==> src/rtl/sbox_layer_pkg.sv <==
// Shared S-box tables, substitution helpers and FSM state encoding for sbox_layer_iter.
package sbox_layer_pkg;

   // Nibble i of each constant is the table entry for index i.
   localparam logic [63:0] SBOX_FWD = 64'h2174_8FE3_DA09_B65C;
   localparam logic [63:0] SBOX_INV = 64'hA970_364B_D21C_8FE5;

   typedef enum logic [1:0] {
      SB_IDLE = 2'd0,
      SB_BUSY = 2'd1,
      SB_DONE = 2'd2
   } sbox_layer_state_e;

   function automatic logic [3:0] sbox4(logic [3:0] x);
      return SBOX_FWD[{x, 2'b00} +: 4];
   endfunction

   function automatic logic [3:0] sbox4_inv(logic [3:0] x);
      return SBOX_INV[{x, 2'b00} +: 4];
   endfunction

   function automatic logic [7:0] sbox8(logic [7:0] b, logic inv);
      return inv ? {sbox4_inv(b[7:4]), sbox4_inv(b[3:0])}
                 : {sbox4(b[7:4]), sbox4(b[3:0])};
   endfunction

endpackage

==> src/rtl/sbox_layer_iter_if.sv <==
// Input/output handshake bundle for sbox_layer_iter; master is the upstream/downstream side.
interface sbox_layer_iter_if #(
   parameter int STATE_W = 64
);
   logic               in_valid_i;
   logic               in_ready_o;
   logic [STATE_W-1:0] in_state_i;
   logic               inv_i;
   logic               out_valid_o;
   logic               out_ready_i;
   logic [STATE_W-1:0] out_state_o;
   logic               busy_o;

   modport master (
      output in_valid_i, in_state_i, inv_i, out_ready_i,
      input  in_ready_o, out_valid_o, out_state_o, busy_o
   );

   modport slave (
      input  in_valid_i, in_state_i, inv_i, out_ready_i,
      output in_ready_o, out_valid_o, out_state_o, busy_o
   );
endinterface

==> src/rtl/sbox_layer_iter_sbox8_lane.sv <==
// One combinational 8-bit substitution slice (two independent 4-bit S-boxes).
module sbox8_lane
   import sbox_layer_pkg::*;
(
   input  logic [7:0] din,
   input  logic       inv,
   output logic [7:0] dout
);
   assign dout = sbox8(din, inv);
endmodule

==> src/rtl/sbox_layer_iter.sv <==
// Iterative S-box layer: LANES byte slices per cycle, ROUNDS full passes per transaction.
// Optional inverse mode is compiled in with SBOX_LAYER_INV_EN.
//
// state | meaning
// ------+-------------------------------------------------------------
// IDLE  | ready for a new state; capture on in_valid_i
// BUSY  | substitute one LANES-wide window per cycle, LSB window first
// DONE  | hold result on out_state_o until out_ready_i
module sbox_layer_iter
   import sbox_layer_pkg::*;
#(
   parameter int STATE_W = 64,
   parameter int LANES   = 1,
   parameter int ROUNDS  = 1
) (
   input  logic             clk_i,
   input  logic             rst_ni,
   sbox_layer_iter_if.slave bus
);
   localparam int NSLICE  = STATE_W / 8;
   localparam int NSTEP   = NSLICE / LANES;
   localparam int LW      = LANES * 8;
   localparam int STEP_W  = (NSTEP > 1) ? $clog2(NSTEP) : 1;
   localparam int ROUND_W = (ROUNDS > 1) ? $clog2(ROUNDS) : 1;

   localparam logic [1:0] ST_IDLE = 2'(SB_IDLE);
   localparam logic [1:0] ST_BUSY = 2'(SB_BUSY);
   localparam logic [1:0] ST_DONE = 2'(SB_DONE);

   localparam logic [STEP_W-1:0]  STEP_LAST  = STEP_W'(NSTEP - 1);
   localparam logic [ROUND_W-1:0] ROUND_LAST = ROUND_W'(ROUNDS - 1);

   if ((STATE_W % 8) != 0 || STATE_W < 16 || LANES < 1 ||
       (NSLICE % LANES) != 0 || ROUNDS < 1) begin : g_bad_cfg
      $error("sbox_layer_iter: illegal STATE_W/LANES/ROUNDS combination");
   end

   logic [1:0]         state_q;
   logic [STATE_W-1:0] data_q;
   logic [STATE_W-1:0] data_d;
   logic [STEP_W-1:0]  step_q;
   logic [ROUND_W-1:0] round_q;
   logic               inv_q;
   logic [31:0]        off;
   logic [LW-1:0]      win;
   logic [LW-1:0]      win_sub;

   // Window selection by shifting keeps the datapath index-width agnostic.
   assign off = 32'(step_q) * 32'(LW);
   assign win = LW'(data_q >> off);

   for (genvar l = 0; l < LANES; l++) begin : g_lane
      sbox8_lane u_lane (
         .din  (win[l*8 +: 8]),
         .inv  (inv_q),
         .dout (win_sub[l*8 +: 8])
      );
   end

   always_comb begin
      data_d = (data_q & ~(STATE_W'({LW{1'b1}}) << off)) | (STATE_W'(win_sub) << off);
   end

`ifdef SBOX_LAYER_INV_EN
   always_ff @(posedge clk_i or negedge rst_ni) begin
      if (!rst_ni) begin
         inv_q <= 1'b0;
      end else if (state_q == ST_IDLE && bus.in_valid_i) begin
         inv_q <= bus.inv_i;
      end
   end
`else
   assign inv_q = 1'b0;
`endif

   always_ff @(posedge clk_i or negedge rst_ni) begin
      if (!rst_ni) begin
         state_q <= ST_IDLE;
         data_q  <= '0;
         step_q  <= '0;
         round_q <= '0;
      end else begin
         case (state_q)
            ST_IDLE: begin
               if (bus.in_valid_i) begin
                  data_q  <= bus.in_state_i;
                  step_q  <= '0;
                  round_q <= '0;
                  state_q <= ST_BUSY;
               end
            end
            ST_BUSY: begin
               data_q <= data_d;
               if (step_q == STEP_LAST) begin
                  step_q <= '0;
                  if (round_q == ROUND_LAST) begin
                     round_q <= '0;
                     state_q <= ST_DONE;
                  end else begin
                     round_q <= round_q + 1'b1;
                  end
               end else begin
                  step_q <= step_q + 1'b1;
               end
            end
            ST_DONE: begin
               if (bus.out_ready_i) begin
                  state_q <= ST_IDLE;
               end
            end
            default: state_q <= ST_IDLE;
         endcase
      end
   end

   assign bus.in_ready_o  = (state_q == ST_IDLE);
   assign bus.busy_o      = (state_q == ST_BUSY);
   assign bus.out_valid_o = (state_q == ST_DONE);
   assign bus.out_state_o = data_q;

endmodule

==> src/flat_wrapper.sv <==
// flat-port wrapper written by rule: the top's interface ports become plain ports
module sbox_layer_iter_flat import sbox_layer_pkg::*;
#(
   parameter int STATE_W = 64,
   parameter int LANES   = 1,
   parameter int ROUNDS  = 1
)
  (clk_i, rst_ni, bus_in_valid_i, bus_in_state_i, bus_inv_i, bus_out_ready_i, bus_in_ready_o, bus_out_valid_o, bus_out_state_o, bus_busy_o);
  sbox_layer_iter_if #(.STATE_W(STATE_W)) bus_i ();
  input  logic clk_i;
  input  logic rst_ni;
  input wire logic [$bits(bus_i.in_valid_i)-1:0] bus_in_valid_i;
  input wire logic [$bits(bus_i.in_state_i)-1:0] bus_in_state_i;
  input wire logic [$bits(bus_i.inv_i)-1:0] bus_inv_i;
  input wire logic [$bits(bus_i.out_ready_i)-1:0] bus_out_ready_i;
  output wire logic [$bits(bus_i.in_ready_o)-1:0] bus_in_ready_o;
  output wire logic [$bits(bus_i.out_valid_o)-1:0] bus_out_valid_o;
  output wire logic [$bits(bus_i.out_state_o)-1:0] bus_out_state_o;
  output wire logic [$bits(bus_i.busy_o)-1:0] bus_busy_o;
  assign bus_i.in_valid_i = bus_in_valid_i;
  assign bus_i.in_state_i = bus_in_state_i;
  assign bus_i.inv_i = bus_inv_i;
  assign bus_i.out_ready_i = bus_out_ready_i;
  assign bus_in_ready_o = bus_i.in_ready_o;
  assign bus_out_valid_o = bus_i.out_valid_o;
  assign bus_out_state_o = bus_i.out_state_o;
  assign bus_busy_o = bus_i.busy_o;
  sbox_layer_iter #(.STATE_W(STATE_W), .LANES(LANES), .ROUNDS(ROUNDS)) u_core (.clk_i(clk_i), .rst_ni(rst_ni), .bus(bus_i));
endmodule
==> config.mk <==
export PLATFORM = sky130hd
export DESIGN_NAME = sbox_layer_iter_flat
export DESIGN_NICKNAME = d
export VERILOG_FILES = /design/src/rtl/sbox_layer_pkg.sv /design/src/rtl/sbox_layer_iter_if.sv /design/src/rtl/sbox_layer_iter_sbox8_lane.sv /design/src/rtl/sbox_layer_iter.sv /design/src/flat_wrapper.sv
export SDC_FILE = /design/constraint.sdc
export NUM_CORES = 1
export LEC_CHECK = 0
export CAP_MARGIN = 25
export CORE_ASPECT_RATIO = 0.75
export CORE_MARGIN = 2
export CORE_UTILIZATION = 30
export DETAILED_ROUTE_END_ITERATION = 10
export PLACE_DENSITY = 0.52
export SLEW_MARGIN = 20
export SYNTH_ARGS = -nofsm -noshare
export SYNTH_HDL_FRONTEND = slang
export SYNTH_SLANG_ARGS = --single-unit
export TNS_END_PERCENT = 1
==> constraint.sdc <==
create_clock -name clk_i -period 3.75 [get_ports clk_i]
set_input_delay 1.125 -clock clk_i [delete_from_list [all_inputs] [get_ports clk_i]]
set_output_delay 1.125 -clock clk_i [all_outputs]
set_load 0.05 [all_outputs]
# Word level (Yosys, flattened, before mapping)
# Index checks and enable logic that the tools add are counted.
[totals] reg_bits=70 in_bits=69 out_inout_bits=67 elab_cells=40
[classes] n_bitwise=3 n_addsub=2 eq_ne=7 reduce_logical=5 mux=14 shifts=5
[ops] operator="one-hot mux 64 bit (2 select lines)" count=1
[ops] operator="variable part select 64 x 7 -> 4 bit, first input constant" count=2
[ops] operator="AND 64 bit" count=1
[ops] operator="two-way mux 64 bit" count=1
[ops] operator="inverter 64 bit" count=1
[ops] operator="OR 64 bit" count=1
[ops] operator="left shift 8 x 6 -> 64 bit" count=1
[ops] operator="left shift 8 x 6 -> 64 bit, first input constant" count=1
[ops] operator="right shift 64 x 6 -> 8 bit" count=1
[ops] operator="two-way mux 2 bit" count=4
[ops] operator="two-way mux 3 bit" count=2
[ops] operator="inequality test 2 bit, second input constant" count=3
[ops] operator="one-hot mux 2 bit (3 select lines)" count=1
[ops] operator="one-hot mux 3 bit (2 select lines)" count=1
[ops] operator="AND reduction 4 bit" count=1
[ops] operator="adder 3 x 1 -> 3 bit, second input constant" count=1
[ops] operator="== test 3 bit, second input constant" count=1
[ops] operator="two-way mux 1 bit" count=3
[ops] operator="AND reduction 3 bit" count=1
[ops] operator="== test 2 x 1 -> 1 bit, second input constant" count=1
[ops] operator="== test 2 bit, second input constant" count=1
[ops] operator="logical NOT 2 bit" count=1
[ops] operator="inequality test 2 x 1 -> 1 bit, second input constant" count=1
[ops] operator="one-hot mux 1 bit (2 select lines)" count=1
[ops] operator="other kinds (3)" count=3

# Depth between registers and ports, before layout
[logic_depth] word_depth=5 ltp_mapped=13

# Cells and area by module
# From an unflattened synthesis, not the netlist that was laid out.
[hier_totals] cells_unflattened=455 hier_area_um2=4688.2
[by_module_without_submodules] module="sbox_layer_iter" area_each_um2=4016.4 instances=1 cells_per_inst=376
[by_module_without_submodules] module="sbox8_lane" area_each_um2=671.9 instances=1 cells_per_inst=79

# Worst setup path after synthesis
# OpenSTA, ideal clock, no wires.
[synth_timing] kind="reg-to-reg" startpoint="register u_core.step_q[2]" endpoint="register u_core.data_q[25], in the netlist u_core.bus.out_state_o[25]" t_required_ns=3.624 setup_ns=0.126 stages_incl_launch_ff=14 path_slack_ns=0.666 n_path_buf=3 arrival_time_ns=2.959 synth_period_minus_slack_ns=3.084 cell_sequence="dfrtp_1 -> buf_2 -> buf_2 -> mux4_2 -> mux2i_1 -> inv_1 -> ha_1 -> clkbuf_1 -> nand2_1 -> o211ai_1 -> o21ai_0 -> mux4_2 -> a21o_1 -> a221o_1"
[synth_between] elab_chain_len=5 word_cells_on_any_way=8 classes_between="shift: 4; mux: 1; bitwise: 3"
[synth_rtl] element="start: declaration" line="sbox_layer_iter.sv:41" rtl="logic [STEP_W-1:0] step_q;"
[synth_rtl] element="start signal: assignment" line="sbox_layer_iter.sv:103" rtl="step_q <= step_q + 1'b1;"
[synth_rtl] element="right shift 64 x 6 -> 8 bit / left shift 8 x 6 -> 64 bit (equally long branches)" line="sbox_layer_iter.sv:50, sbox_layer_iter.sv:61"
[synth_rtl] element="variable part select 64 x 7 -> 4 bit / inverter 64 bit (equally long branches)" line="sbox_layer_pkg.sv:15, sbox_layer_iter.sv:61"
[synth_rtl] element="left shift 8 x 6 -> 64 bit / AND 64 bit (equally long branches)" line="sbox_layer_iter.sv:61" rtl="data_d = (data_q & ~(STATE_W'({LW{1'b1}}) << off)) | (STATE_W'(win_sub) << off);"
[synth_rtl] element="OR 64 bit (*)" line="sbox_layer_iter.sv:61"
[synth_rtl] element="one-hot mux 64 bit (2 select lines) (*)" line="sbox_layer_iter.sv:83" rtl="case (state_q)"
[synth_rtl] element="end signal: assignment" line="sbox_layer_iter.sv:86" rtl="data_q <= bus.in_state_i;"
[synth_rtl] element="end signal: assignment" line="sbox_layer_iter.sv:93" rtl="data_q <= data_d;"
[synth_rtl] element="end: declaration" line="sbox_layer_iter.sv:39" rtl="logic [STATE_W-1:0] data_q;"
# Every way passes the cells marked *; elsewhere a longest branch is shown, timed or not.
# A chain may end at the register's enable or synchronous reset.

# Final worst setup path
[layout_timing] startpoint="register u_core.step_q[1]" endpoint="register u_core.data_q[13], in the netlist u_core.bus.out_state_o[13]"
# The elaborated chain is that of the path after synthesis.

==> impl_metrics.json <==
{
  "clock_latency_ns": 0.34,
  "cts_sinks": 69,
  "synth_top_area_share_pct": 34.9,
  "wl_per_cell_um": 22.0,
  "fp.dieH_um": 115,
  "grt_usage_pct": 22.7,
  "routed_wl_um": 19900,
  "synth_cells": 557,
  "cts_buffer_depth": 2,
  "timing.final.crit_share_pct": 90.9,
  "htree_levels": 3,
  "synth_fp_nets": 642,
  "routed_via_density": 5.67,
  "synth_top_area_cell": "dfrtp_1",
  "cp-start-kind": "flip-flop",
  "layout.nets": 776,
  "grt_max_degree": 60,
  "final_max_slew_viol_count": 0,
  "finalSetupViolations": 0,
  "fillers": 1523,
  "clock.fmax_ghz": 0.293,
  "clock-root-buffer": "clkbuf_16",
  "io_pins": 136,
  "async_flop_share_pct": 100,
  "tightest_slew_ns": 0.930,
  "cts_tree": "yes",
  "diodes": 0,
  "syn-cell-area_um2": 4940,
  "drc": 0,
  "dr.pass1.iters": 5,
  "avgSynthCellArea_um2": 8.87,
  "drt_iter0_markers": 507,
  "postCtsSetupBuffers": 0,
  "grt_pass1_vias": 5107,
  "max-cap-violations": 0,
  "coreArea_um2": 16100,
  "die_area_um2": 17500,
  "rsz0062_at_grt": "false",
  "hold_class": "flip-flop to flip-flop",
  "outcome": "finished clean",
  "syn_to_final_growth_pct": 39.4,
  "antenna_found_initial": 0,
  "overflow": 0,
  "grt_pass1_wl_um": 30600,
  "synth_edf_count": 0,
  "crit_arrival_ns": 3.65,
  "rows": 40,
  "drive_above_1_share_pct": 12.1,
  "die_w_um": 152,
  "cts_resized": 0,
  "holdBufCountCts": 0,
  "fin_setup_tns_ns": 0,
  "crit_path_end_kind": "flip-flop",
  "place_congestion": 0.914,
  "hpwl_um": 14400,
  "crit_fanout": 15,
  "synthTopCellsByArea": "dfrtp_1 (35%), mux4_2 (8.7%), nor2_1 (5.4%)",
  "ys_ff_latch": 69,
  "cts_made_buffers": 9,
  "clkTransAtPathRegs_ns": 0.06,
  "finClkSkew_ns": 0.00853,
  "synth.distinct_cells": 45,
  "worst_slew_margin_rel_pct": 37.8,
  "critPathKind": "flip-flop to flip-flop",
  "ant_nets": 0,
  "synth_common_cells": "nor2_1 (71), dfrtp_1 (69), nand2_1 (54)",
  "io_buffers": 134,
  "start_util_pct": 30.8,
  "yosys_warnings": 0,
  "vias": 5136,
  "hold_viol_final": 0,
  "yosysSeqAreaShare_pct": 34.9,
  "required_ns": 3.99,
  "min_period_ns": 3.41,
  "synth.most_common_cell": "nor2_1",
  "yosys_most_used_dff": "dfrtp_1"
}
## state kept, by name, indices dropped and copies added (netlist names)
signal	cells
u_core.bus.out_state_o	64
u_core.step_q	3
u_core.state_q	2
## critical path: stages (launching register included)
cell,delay (ns)
dfrtp_1,0.65
buf_4,0.36
mux4_2,0.38
mux2i_1,0.32
inv_1,0.14
ha_1,0.25
nor2_1,0.10
a21oi_1,0.06
a2111oi_0,0.57
a31oi_2,0.20
o221ai_1,0.28
## worst paths after layout
check | endpoint | start | depth (start not counted) | slack [ns]
worst max-delay path | u_core.bus.out_state_o[13] | u_core.step_q[1] | 10 | 0.34
worst min-delay path | u_core.bus.out_state_o[47] | u_core.bus.out_state_o[47] | 2 | 0.52
worst max register to register | u_core.bus.out_state_o[13] | u_core.step_q[1] | 10 | 0.34
worst min register to register | u_core.bus.out_state_o[47] | u_core.bus.out_state_o[47] | 2 | 0.52
max in group asynchronous | u_core.state_q[0] | rst_ni | 2 | 2.20
min in group asynchronous | u_core.bus.out_state_o[3] | rst_ni | 1 | 0.86
## layout make-up
class | count | area, um^2 | share of cell area [%]
multi-input combinational | 438 | 3010 | 43.8
sequential | 69 | 1730 | 25.1
timing repair buffer | 160 | 1550 | 22.6
tap | 210 | 263 | 3.82
clock buffer | 10 | 229 | 3.33
clock inverter | 6 | 48.8 | 0.709
inverter | 13 | 48.8 | 0.709
## per-stage QoR
step / worst slack (ns) / cell area (um^2) / std cells / hold WS, ns / utilization (%)
after floorplan: 0.666 / 4940 / 557 / 0.745 / -
after global placement: 0.445 / 6610 / 890 / 0.521 / 41.1
after detailed placement: 0.347 / 6610 / 890 / 0.519 / 41.1
after CTS: 0.339 / 6890 / 906 / 0.534 / 42.9
after global routing: 0.0359 / 6890 / 906 / 0.568 / 42.9
final: 0.339 / 6890 / 906 / 0.524 / 42.9
## cell families after synthesis
| group | Yosys count | synth area share [%] |
|---|---|---|
| simple gates | 207 | 18.9 |
| buf+inv | 50 | 4.33 |
| compound gates | 175 | 23.0 |
| flops | 69 | 34.9 |
| fa+ha+maj | 16 | 4.05 |
| mux | 38 | 14.1 |
| xor+xnor | 2 | 0.658 |
## layout by cell type, fill, tap and decap left out, types with 3 or more instances in the layout
cell type	n
nor2_1	70
nand2b_1	16
clkbuf_16	9
nand2_1	54
mux2i_4	6
buf_4	25
mux4_2	19
inv_2	3
inv_1	10
a21oi_1	49
mux2i_1	11
o221ai_1	8
a21o_1	3
o22ai_1	15
nor3_1	41
o21ai_0	42
clkdlybuf4s50_1	132
dfrtp_1	68
a221oi_1	18
ha_1	16
nor2b_1	15
o211ai_1	6
a32oi_1	7
a22oi_1	7
a221o_1	4
clkinvlp_4	3
a31o_2	3
or3_1	3
## metal layers
| metal | GRT usage (%) | part of all wire, % | vias up |
|---|---|---|---|
| met3 | 5.47 | 7.9 | 32 |
| met4 | 6.04 | 1.7 | 0 |
| li1 | - | - | 2342 |
| met5 | 0 | 0 | - |
| met2 | 33.4 | 43 | 266 |
| met1 | 33.3 | 48 | 2496 |
Power is left out: the tool's default activity adds up to more than one toggle a clock period on the data nets, which glitch-free logic cannot reach.
